$ cat src/rtl/fifo_pkg.sv
// Shared types and helpers for the FIFO read-side logic.
//
// Contents:
//   MaxReadLatency  largest supported RAM read latency (1..3)
//   MaxBufDepth     largest output buffer (MaxReadLatency + 1)
//   data_t          beat type at the default 8-bit word width
//   ptr_t           circular-buffer pointer: index plus wrap bit
//   clog2_level()   width of a 0..depth occupancy count
//   ptr_inc()       advance a pointer modulo depth, toggling wrap on rollover
package fifo_pkg;

    localparam int unsigned MaxReadLatency   = 3;
    localparam int unsigned MaxBufDepth      = MaxReadLatency + 1;
    localparam int unsigned DefaultDataWidth = 8;
    localparam int unsigned IdxWidth         = $clog2(MaxBufDepth);

    typedef logic [DefaultDataWidth-1:0] data_t;

    // The wrap bit makes full (wrap differs, idx equal) distinguishable from empty.
    typedef struct packed {
        logic                wrap;
        logic [IdxWidth-1:0] idx;
    } ptr_t;

    function automatic int unsigned clog2_level(input int unsigned depth);
        return $clog2(depth + 1);
    endfunction

    // Depth need not be a power of two, so the index wraps explicitly.
    function automatic ptr_t ptr_inc(input ptr_t p, input int unsigned depth);
        ptr_t n;
        if (32'(p.idx) == depth - 1) begin
            n.idx  = '0;
            n.wrap = ~p.wrap;
        end else begin
            n.idx  = p.idx + IdxWidth'(1);
            n.wrap = p.wrap;
        end
        return n;
    endfunction

endpackage

$ cat src/rtl/rd_latency_pipe.sv
// Valid-tracking shift register that mirrors the FIFO RAM read latency.
//
// Ports:
//   i_clk       clock, all logic on posedge
//   i_rst       synchronous active-high reset, clears every stage
//   i_clear     synchronous clear, discards outstanding reads
//   i_issue     a pop was issued this clock
//   o_ret       read data returning this clock (last stage)
//   o_inflight  number of issued pops whose data has not yet been written
module rd_latency_pipe
    import fifo_pkg::*;
#(
    parameter int unsigned Depth = 1,
    localparam int unsigned CntW = clog2_level(Depth)
) (
    input  logic            i_clk,
    input  logic            i_rst,
    input  logic            i_clear,
    input  logic            i_issue,
    output logic            o_ret,
    output logic [CntW-1:0] o_inflight
);

    logic [Depth-1:0] pipe_q;
    logic [Depth-1:0] pipe_d;

    always_comb begin
        pipe_d    = '0;
        pipe_d[0] = i_issue;
        for (int i = 1; i < Depth; i++) begin
            pipe_d[i] = pipe_q[i-1];
        end
    end

    always_ff @(posedge i_clk) begin
        if (i_rst || i_clear) begin
            pipe_q <= '0;
        end else begin
            pipe_q <= pipe_d;
        end
    end

    always_comb begin
        o_inflight = '0;
        for (int i = 0; i < Depth; i++) begin
            o_inflight = o_inflight + CntW'(pipe_q[i]);
        end
    end

    assign o_ret = pipe_q[Depth-1];

endmodule

$ cat src/rtl/fifo_rd_stream.sv
// Read-side drain for the FIFO RAM: issues pops, absorbs the RAM read latency
// and re-presents the words as a valid/ready stream with no bubbles.
//
// Optional feature: define FIFO_RD_STREAM_FLUSH_EN to add i_flush, which
// empties the output buffer and discards in-flight reads in one clock.
//
// Ports:
//   i_clk           clock, all logic on posedge
//   i_rst           synchronous active-high reset
//   i_fifo_empty    FIFO empty flag
//   o_fifo_rd_en    pop strobe to the FIFO
//   i_fifo_rd_data  RAM read data, ReadLatency clocks after the pop
//   o_valid         o_data holds a beat
//   i_ready         sink accepts the beat when o_valid && i_ready
//   o_data          oldest buffered word
//   o_level         words held in the buffer (excluding in-flight reads)
//   i_flush         (FIFO_RD_STREAM_FLUSH_EN only) drop buffer and in-flight reads
module fifo_rd_stream
    import fifo_pkg::*;
#(
    parameter int unsigned DataWidth   = 8,
    parameter int unsigned ReadLatency = 1,
    localparam int unsigned BufDepth   = ReadLatency + 1,
    localparam int unsigned LevelW     = clog2_level(BufDepth)
) (
    input  logic                 i_clk,
    input  logic                 i_rst,
    input  logic                 i_fifo_empty,
    output logic                 o_fifo_rd_en,
    input  logic [DataWidth-1:0] i_fifo_rd_data,
    output logic                 o_valid,
    input  logic                 i_ready,
    output logic [DataWidth-1:0] o_data,
    output logic [LevelW-1:0]    o_level
`ifdef FIFO_RD_STREAM_FLUSH_EN
    ,
    input  logic                 i_flush
`endif
);

    localparam int unsigned InflW   = clog2_level(ReadLatency);
    localparam int unsigned BufIdxW = $clog2(BufDepth);

    logic flush;
`ifdef FIFO_RD_STREAM_FLUSH_EN
    assign flush = i_flush;
`else
    assign flush = 1'b0;
`endif

    logic             ret;
    logic [InflW-1:0] inflight;
    logic             pop;
    logic             wr_en;
    logic             buf_empty;
    logic             buf_full;
    int unsigned      level_int;

    ptr_t wr_ptr_q;
    ptr_t rd_ptr_q;

    logic [DataWidth-1:0] mem_q [BufDepth];

    rd_latency_pipe #(
        .Depth (ReadLatency)
    ) u_pipe (
        .i_clk      (i_clk),
        .i_rst      (i_rst),
        .i_clear    (flush),
        .i_issue    (o_fifo_rd_en),
        .o_ret      (ret),
        .o_inflight (inflight)
    );

    always_comb begin
        if (wr_ptr_q.wrap == rd_ptr_q.wrap) begin
            level_int = 32'(wr_ptr_q.idx) - 32'(rd_ptr_q.idx);
        end else begin
            level_int = BufDepth + 32'(wr_ptr_q.idx) - 32'(rd_ptr_q.idx);
        end
    end

    assign buf_empty = (wr_ptr_q == rd_ptr_q);
    assign buf_full  = (wr_ptr_q.wrap != rd_ptr_q.wrap) && (wr_ptr_q.idx == rd_ptr_q.idx);

    assign o_valid = !buf_empty;
    assign o_data  = mem_q[BufIdxW'(rd_ptr_q.idx)];
    assign o_level = LevelW'(level_int);

    assign pop   = o_valid && i_ready;
    assign wr_en = ret && !flush;

    // Reserve a slot for every outstanding read; a same-clock pop frees one,
    // which is what keeps the stream at one word per clock.
    assign o_fifo_rd_en = !i_rst && !flush && !i_fifo_empty &&
                          (level_int + 32'(inflight) < BufDepth + 32'(pop));

    always_ff @(posedge i_clk) begin
        if (i_rst || flush) begin
            wr_ptr_q <= '0;
            rd_ptr_q <= '0;
        end else begin
            if (wr_en) begin
                wr_ptr_q <= ptr_inc(wr_ptr_q, BufDepth);
            end
            if (pop) begin
                rd_ptr_q <= ptr_inc(rd_ptr_q, BufDepth);
            end
        end
    end

    // Storage is cleared on reset so o_data reads zero out of reset.
    always_ff @(posedge i_clk) begin
        if (i_rst) begin
            for (int i = 0; i < BufDepth; i++) begin
                mem_q[i] <= '0;
            end
        end else if (wr_en) begin
            mem_q[BufIdxW'(wr_ptr_q.idx)] <= i_fifo_rd_data;
        end
    end

    a_no_overflow : assert property (@(posedge i_clk) disable iff (i_rst) !(wr_en && buf_full))
        else $error("fifo_rd_stream: write into full buffer");

endmodule

$ cat config.mk
export PLATFORM = sky130hd
export DESIGN_NAME = fifo_rd_stream
export DESIGN_NICKNAME = d
export VERILOG_FILES = /design/src/rtl/fifo_pkg.sv /design/src/rtl/rd_latency_pipe.sv /design/src/rtl/fifo_rd_stream.sv
export SDC_FILE = /design/constraint.sdc
export NUM_CORES = 1
export LEC_CHECK = 0
export ABC_AREA = 1
export CAP_MARGIN = 30
export CORE_ASPECT_RATIO = 0.6
export CORE_UTILIZATION = 55
export CTS_CLUSTER_DIAMETER = 40
export CTS_CLUSTER_SIZE = 20
export DETAILED_ROUTE_END_ITERATION = 16
export GPL_TIMING_DRIVEN = 1
export HOLD_SLACK_MARGIN = 0.08
export MAX_ROUTING_LAYER = met4
export PLACE_DENSITY = 0.94
export SLEW_MARGIN = 20
export SYNTH_ARGS = -nofsm -noshare
export SYNTH_HDL_FRONTEND = slang
export SYNTH_HIERARCHICAL = 1
export SYNTH_SLANG_ARGS = --single-unit
$ cat constraint.sdc
create_clock -name i_clk -period 5.1 [get_ports i_clk]
set_input_delay 1.53 -clock i_clk [delete_from_list [all_inputs] [get_ports i_clk]]
set_output_delay 1.53 -clock i_clk [all_outputs]
set_load 0.05 [all_outputs]
==> results.toml, run 1 <==
[sta]
finalHoldViolations = 0
max_freq_mhz = 216
worst_pin_slew_ps = 517
tns_ps = 0
finalSetupViolations = 0
slew-limit-headroom = 0.655
rsz0062_at_grt = "no"
post-route-period-util = 0.906
slew_violations = 0
timing.hold.ws_ps = 495
period_needed_ps = 4620
fin_skew_ps = 3.84
finalWorstSetupSlack_ps = 477

[grt]
grt_pass1_vias = 951
grt_pass1_wl_mm = 4.26
grt_max_degree = 14
grt_use_total = 0.243
gr-total-overflow = 0
antenna_found_initial = 0

[clocking]
cts_buffer_depth = 2
cts_tree = "built"
cts-root-buf = "clkbuf_8"
cts_sinks = 24
cts_resized = 0
cts_hold_buf = 0
htree_levels = 1
post_cts_buffers = 0
path_clk_slew_ps = 80
numCtsBuffers = 3
clock_latency_ps = 260

[drt]
drt_first_pass_iters = 4
drt_iter0_drc = 66
postRouteWirelength_mm = 2.76
ant_nets = 0
drcViolationCount = 0
post_drt_wl_per_cell_um = 13.8
vias_per_cell = 5.27
dr_total_vias = 1053

[power]
p_leak_nw = 0.715
total_power_mw = 0.434
peakVddDrop_v = 0.000195
power.density_mw_per_mm2 = 268

[finish]
num-fill-cells = 162
final_cells = 200
final_common_cell = "nor2_1"
areaGrowthSynthToFinish_pct = 22.6
layout_common_cells = "29 x nor2_1, 27 x inv_1, 22 x clkdlybuf4s50_1, 16 x nand2_1, 16 x edfxtp_1"
drive_above_1_share = 0.106
antenna_cells = 0
fin_nets = 194

[yosys]
synth-warning-count = 6
synthCells = 145
synth_edf_count = 16
syn_nets = 168
ys.flop_type = "edfxtp_1"
async_flop_share = 0
synth-seq-cells = 24
syn-cell-area_sq_mm = 0.00132
avgSynthCellArea_sq_um = 9.10
yosysSeqAreaShare = 0.485
synth_cell_types = 23

[place]
globalplace.congestion = 0.881
detailedPlace.worstSlack_ps = 837
portBuffers = 23
dp_hpwl_mm = 2.03
place_inst = 196

[setup_path]
crit_start = "wr_ptr_q[0]"
r2r_end = "u_pipe/o_ret"
endpoint_kind = "primary output"
required_ps = 3570
rrSetupSlack_ps = 2280
critPathKind = "register to primary output"
critPathLaunchType = "register"
cp.arrival_ps = 3090
rr_worst_depth = 17
r2r-start = "wr_ptr_q[0]"
critPathMaxFanout = 4

[die]
design.die.area_sq_mm = 0.00261
fp-row-count = 13
core_sq_mm = 0.00221
start_util = 0.597
die_h_um = 39.9
die_w_um = 65.2
io_pins = 24

[min_path]
hold-path-endpoint = "rd_ptr_q[1]"
hold_depth = 2
worstHoldStart = "rd_ptr_q[1]"
hold_path.class = "register to register"

[outcome]
outcome = "completed"

[job]
maxCapViolCount = 0
-- how the worst max path moves through the flow --
stage	to	depth (start not counted)	slack, ps
2_1_floorplan	o_fifo_rd_en	15	320
3_3_place_gp	o_fifo_rd_en	7	920
3_5_place_dp	o_fifo_rd_en	16	840
4_1_cts	o_fifo_rd_en	16	510
5_1_grt	o_fifo_rd_en	16	290
6_report	o_fifo_rd_en	16	480
-- cell usage after synthesis, drive strengths merged, types with 2 or more instances --
| master | number | area share |
|---|---|---|
| nand2 | 19 | 0.064 |
| dfxtp | 8 | 0.12 |
| mux2 | 8 | 0.068 |
| edfxtp | 16 | 0.36 |
| a21oi | 2 | 0.0076 |
| inv | 28 | 0.080 |
| nand3 | 12 | 0.049 |
| nand4 | 4 | 0.019 |
| ha | 10 | 0.095 |
| buf | 2 | 0.0095 |
| nor2 | 30 | 0.087 |
-- sequential cells by signal, summed over array words and instances, names as in the netlist, named ones only --
register      cells
u_pipe/o_ret      1
wr_ptr_q          3
rd_ptr_q          3
mem_q            16
-- worst max-delay path, stage by stage, from the launching register on --
cell,delay (ps)
dfxtp_1,410
inv_1,90
ha_1,230
fa_1,510
nand3b_1,110
nand2_1,70
inv_1,80
ha_1,210
nand4_1,110
ha_1,290
inv_1,40
nor2_1,100
nand3_1,80
nor2_1,80
nand3_1,80
nor2_1,130
buf_4,220
-- cells by family (layout without fill, tap and decap cells) --
family                     after synthesis  after routing  synth area share
other                                    1              1           0.00284
adders and majority gates               11             11             0.110
buffers and inverters                   31             56            0.0919
and+or+nand+nor                         66             66             0.225
DFF                                     24             24             0.485
muxes                                    8              8            0.0682
AOI/OAI and AO/OA                        4              4            0.0171
-- routing by layer --
metal / vias up / wire length, um / track usage
met4: 0 / 63 / 0.120
li1: 514 / - / -
met1: 477 / 1160 / 0.291
met5: - / 0 / -
met2: 54 / 1340 / 0.389
met3: 8 / 201 / 0.0682
-- layout make-up --
cell class                 count  area, sq um  area share
clock buffer                   3         41.3      0.0255
clock inverter                 1         3.75     0.00232
inverter                      29          109      0.0673
multi-input combinational     90          558       0.345
sequential                    24          641       0.396
tap                           30         37.5      0.0232
timing repair buffer          23          228       0.141
-- metrics by stage --
step                 util  instance area (sq um)
finish              0.731                   1620
global route        0.731                   1620
CTS                 0.731                   1620
detailed placement  0.711                   1570
global placement    0.711                   1570
floorplan               -                   1320
-- power by group --
| part | internal [mW] | total, mW | switching (mW) |
|---|---|---|---|
| logic | 0.0391 | 0.105 | 0.0661 |
| registers | 0.215 | 0.220 | 0.00542 |
| clock network | 0.0537 | 0.108 | 0.0547 |
| total | 0.307 | 0.434 | 0.126 |
Power figures use the tool's default switching activity.
==> run 2: changes to the inputs <==
ABC_AREA = unset   (was 1)
CORE_ASPECT_RATIO = unset   (was 0.6)
CORE_UTILIZATION = 66   (was 55)
DONT_BUFFER_PORTS = 1   (was unset)
PLACE_DENSITY = 0.93   (was 0.94)
==> run 2 against run 1 <==
  * Utilization up 5.7 points
  * Power up 5.9%
  * Via count shrank 19%
  * Critical path depth shrank 3
  * Die area decreased by 18%
  * Routed wire length fell by 20%
  * Synthesized cell count down 21%
  * Flip-flop and latch count stayed put
  * Clock power increased by 28%
  * Largest cell class unchanged
  * Largest power group unchanged
==> results.toml, run 2 <==
[outcome]
outcome = "completed"

[clocking]
htree_levels = 1
clock_latency_ps = 320
cts_buffer_depth = 2
cts_resized = 0
cts_hold_buf = 0
cts-root-buf = "clkbuf_4"
post_cts_buffers = 0
cts_sinks = 24
numCtsBuffers = 3
cts_tree = "built"
path_clk_slew_ps = 120

[drt]
vias_per_cell = 5.98
post_drt_wl_per_cell_um = 15.5
postRouteWirelength_mm = 2.22
dr_total_vias = 855
drt_first_pass_iters = 4
drcViolationCount = 0
drt_iter0_drc = 26
ant_nets = 0

[setup_path]
critPathMaxFanout = 3
cp_slowest_cell = "dfxtp_1"
crit_chain = "inv_1, ha_1, inv_1, ha_1, inv_1, ha_1, o21ai_0, nand2_1, ha_1, nor4b_1, nand2_1, a2111oi_4, buf_4"
endpoint_kind = "primary output"
critPathMostFrequentCell = "ha_1"
critPathLaunchType = "register"
required_ps = 3570
slowest_delay_ps = 380
crit_family = "adder cells"
critPathKind = "register to primary output"
cp_num_buf_inv = 4
cp.arrival_ps = 3200

[finish]
final_core_util = 0.788
largestRegisters = "mem_q (16), rd_ptr_q (3), wr_ptr_q (3)"
drive_above_1_share = 0.161
fin_nets = 142
num-fill-cells = 109
layout_common_cells = "16 x and2_1, 16 x edfxtp_1, 11 x nand2_1, 10 x ha_1"
largest_reg_flops = 16
areaGrowthSynthToFinish_pct = 8.61
antenna_cells = 0
largest-register = "mem_q"

[yosys]
async_flop_share = 0
ys_top_cells_by_count = "16 x and2_1, 16 x edfxtp_1, 11 x nand2_1"
synth_top_area_cell = "edfxtp_1"
synthCells = 114
synth-warning-count = 6
synth-seq-cells = 24
avgSynthCellArea_sq_um = 11.3
synthTopCellsByArea = "edfxtp_1 37%, dfxtp_1 12%, ha_1 9.7%, and2_1 7.7%, mux2_2 7.0%"
yosysSeqAreaShare = 0.495
synth_edf_count = 16
syn-cell-area_sq_mm = 0.00129
ys.flop_type = "edfxtp_1"
synth_cell_types = 30
synth_top_area_frac = 0.371
syn_nets = 137

[sta]
rsz0062_at_grt = "no"
finalSetupViolations = 0
fin_skew_ps = 11.3
post-route-period-util = 0.928
slew-limit-headroom = 0.440
finalWorstSetupSlack_ps = 367
worst_pin_slew_ps = 838
period_needed_ps = 4730
tns_ps = 0
finalHoldViolations = 0
slew_violations = 0
timing.hold.ws_ps = 515
max_freq_mhz = 211

[power]
peakVddDrop_v = 0.000239
p_leak_nw = 0.570
power.density_mw_per_mm2 = 327

[die]
die_h_um = 46.3
design.die.area_sq_mm = 0.00214
io_pins = 24
die_w_um = 46.3
start_util = 0.726
core_sq_mm = 0.00178
fp-row-count = 15

[place]
dp_hpwl_mm = 1.67
detailedPlace.worstSlack_ps = 725
globalplace.congestion = 0.903
portBuffers = 0

[grt]
antenna_found_initial = 0
grt_pass1_vias = 799
grt_max_degree = 15
grt_use_total = 0.241
gr-total-overflow = 0
grt_pass1_wl_mm = 3.35

[min_path]
hold_path.class = "register to register"

[job]
maxCapViolCount = 0
## run 2: cell types whose count changed after synthesis, sizes merged, moves of 4 or more
| cell | previous run | this run |
|---|---|---|
| inv | 28 | 8 |
| xnor2 | 0 | 4 |
| nand2 | 19 | 11 |
| nand4 | 4 | 0 |
| and2 | 0 | 16 |
| nor2 | 30 | 6 |
| nand3 | 12 | 1 |
## run 2: path summary, 6_finish.rpt
check | from | to | slack (ps) | cells after the start
max | wr_ptr_q[1] | o_fifo_rd_en | 370 | 13
min | rd_ptr_q[1] | rd_ptr_q[1] | 520 | 2
min reg2reg | rd_ptr_q[1] | rd_ptr_q[1] | 520 | 2
max reg2reg | wr_ptr_q[1] | u_pipe/o_ret | 1980 | 14
## run 2: worst min-delay path, stage by stage (launching register included)
cell      delay [ps]
dfxtp_1          360
inv_1             80
a311oi_1          40
## run 2: routing by layer
metal,GRT usage,routed length (um),vias up
met1,0.265,927,411
met2,0.383,1120,31
li1,-,-,404
met3,0.0549,110,9
met4,0.165,64,0
met5,-,0,-
## run 2: power by group
group / total [mW] / switching [mW] / internal [mW]
Sequential: 0.222 / 0.00619 / 0.216
Clock: 0.138 / 0.0580 / 0.0796
Combinational: 0.0998 / 0.0698 / 0.0300
Total: 0.459 / 0.134 / 0.325
## run 2: metrics by stage
| step | area (sq um) | cells | power (mW) |
|---|---|---|---|
| 6_report | 1410 | 143 | 0.459 |
| 5_1_grt | 1410 | 143 | 0.470 |
| 4_1_cts | 1410 | 143 | 0.459 |
| 3_5_place_dp | 1350 | 139 | 0.326 |
| 3_3_place_gp | 1350 | 139 | 0.322 |
| 2_1_floorplan | 1310 | 114 | 0.311 |
## run 2: kinds of logic (layout without fill, tap and decap cells)
family | after synthesis | in the layout | synth area share
and+or+nand+nor | 42 | 42 | 0.180
DFF | 24 | 24 | 0.495
adders and majority gates | 11 | 11 | 0.112
buffers and inverters | 11 | 15 | 0.0348
AOI/OAI and AO/OA | 9 | 9 | 0.0503
muxes | 9 | 9 | 0.0774
xor gates and xnor gates | 7 | 7 | 0.0474
other | 1 | 1 | 0.00290
## run 2: final cells by class
type | count | area (sq um) | share of cell area
Multi-Input combinational cell | 79 | 628 | 0.447
Tap cell | 25 | 31.3 | 0.0223
Sequential cell | 24 | 641 | 0.456
Inverter | 8 | 30.0 | 0.0214
Clock inverter | 1 | 30.0 | 0.0214
Timing Repair Buffer | 3 | 22.5 | 0.0160
Clock buffer | 3 | 22.5 | 0.0160
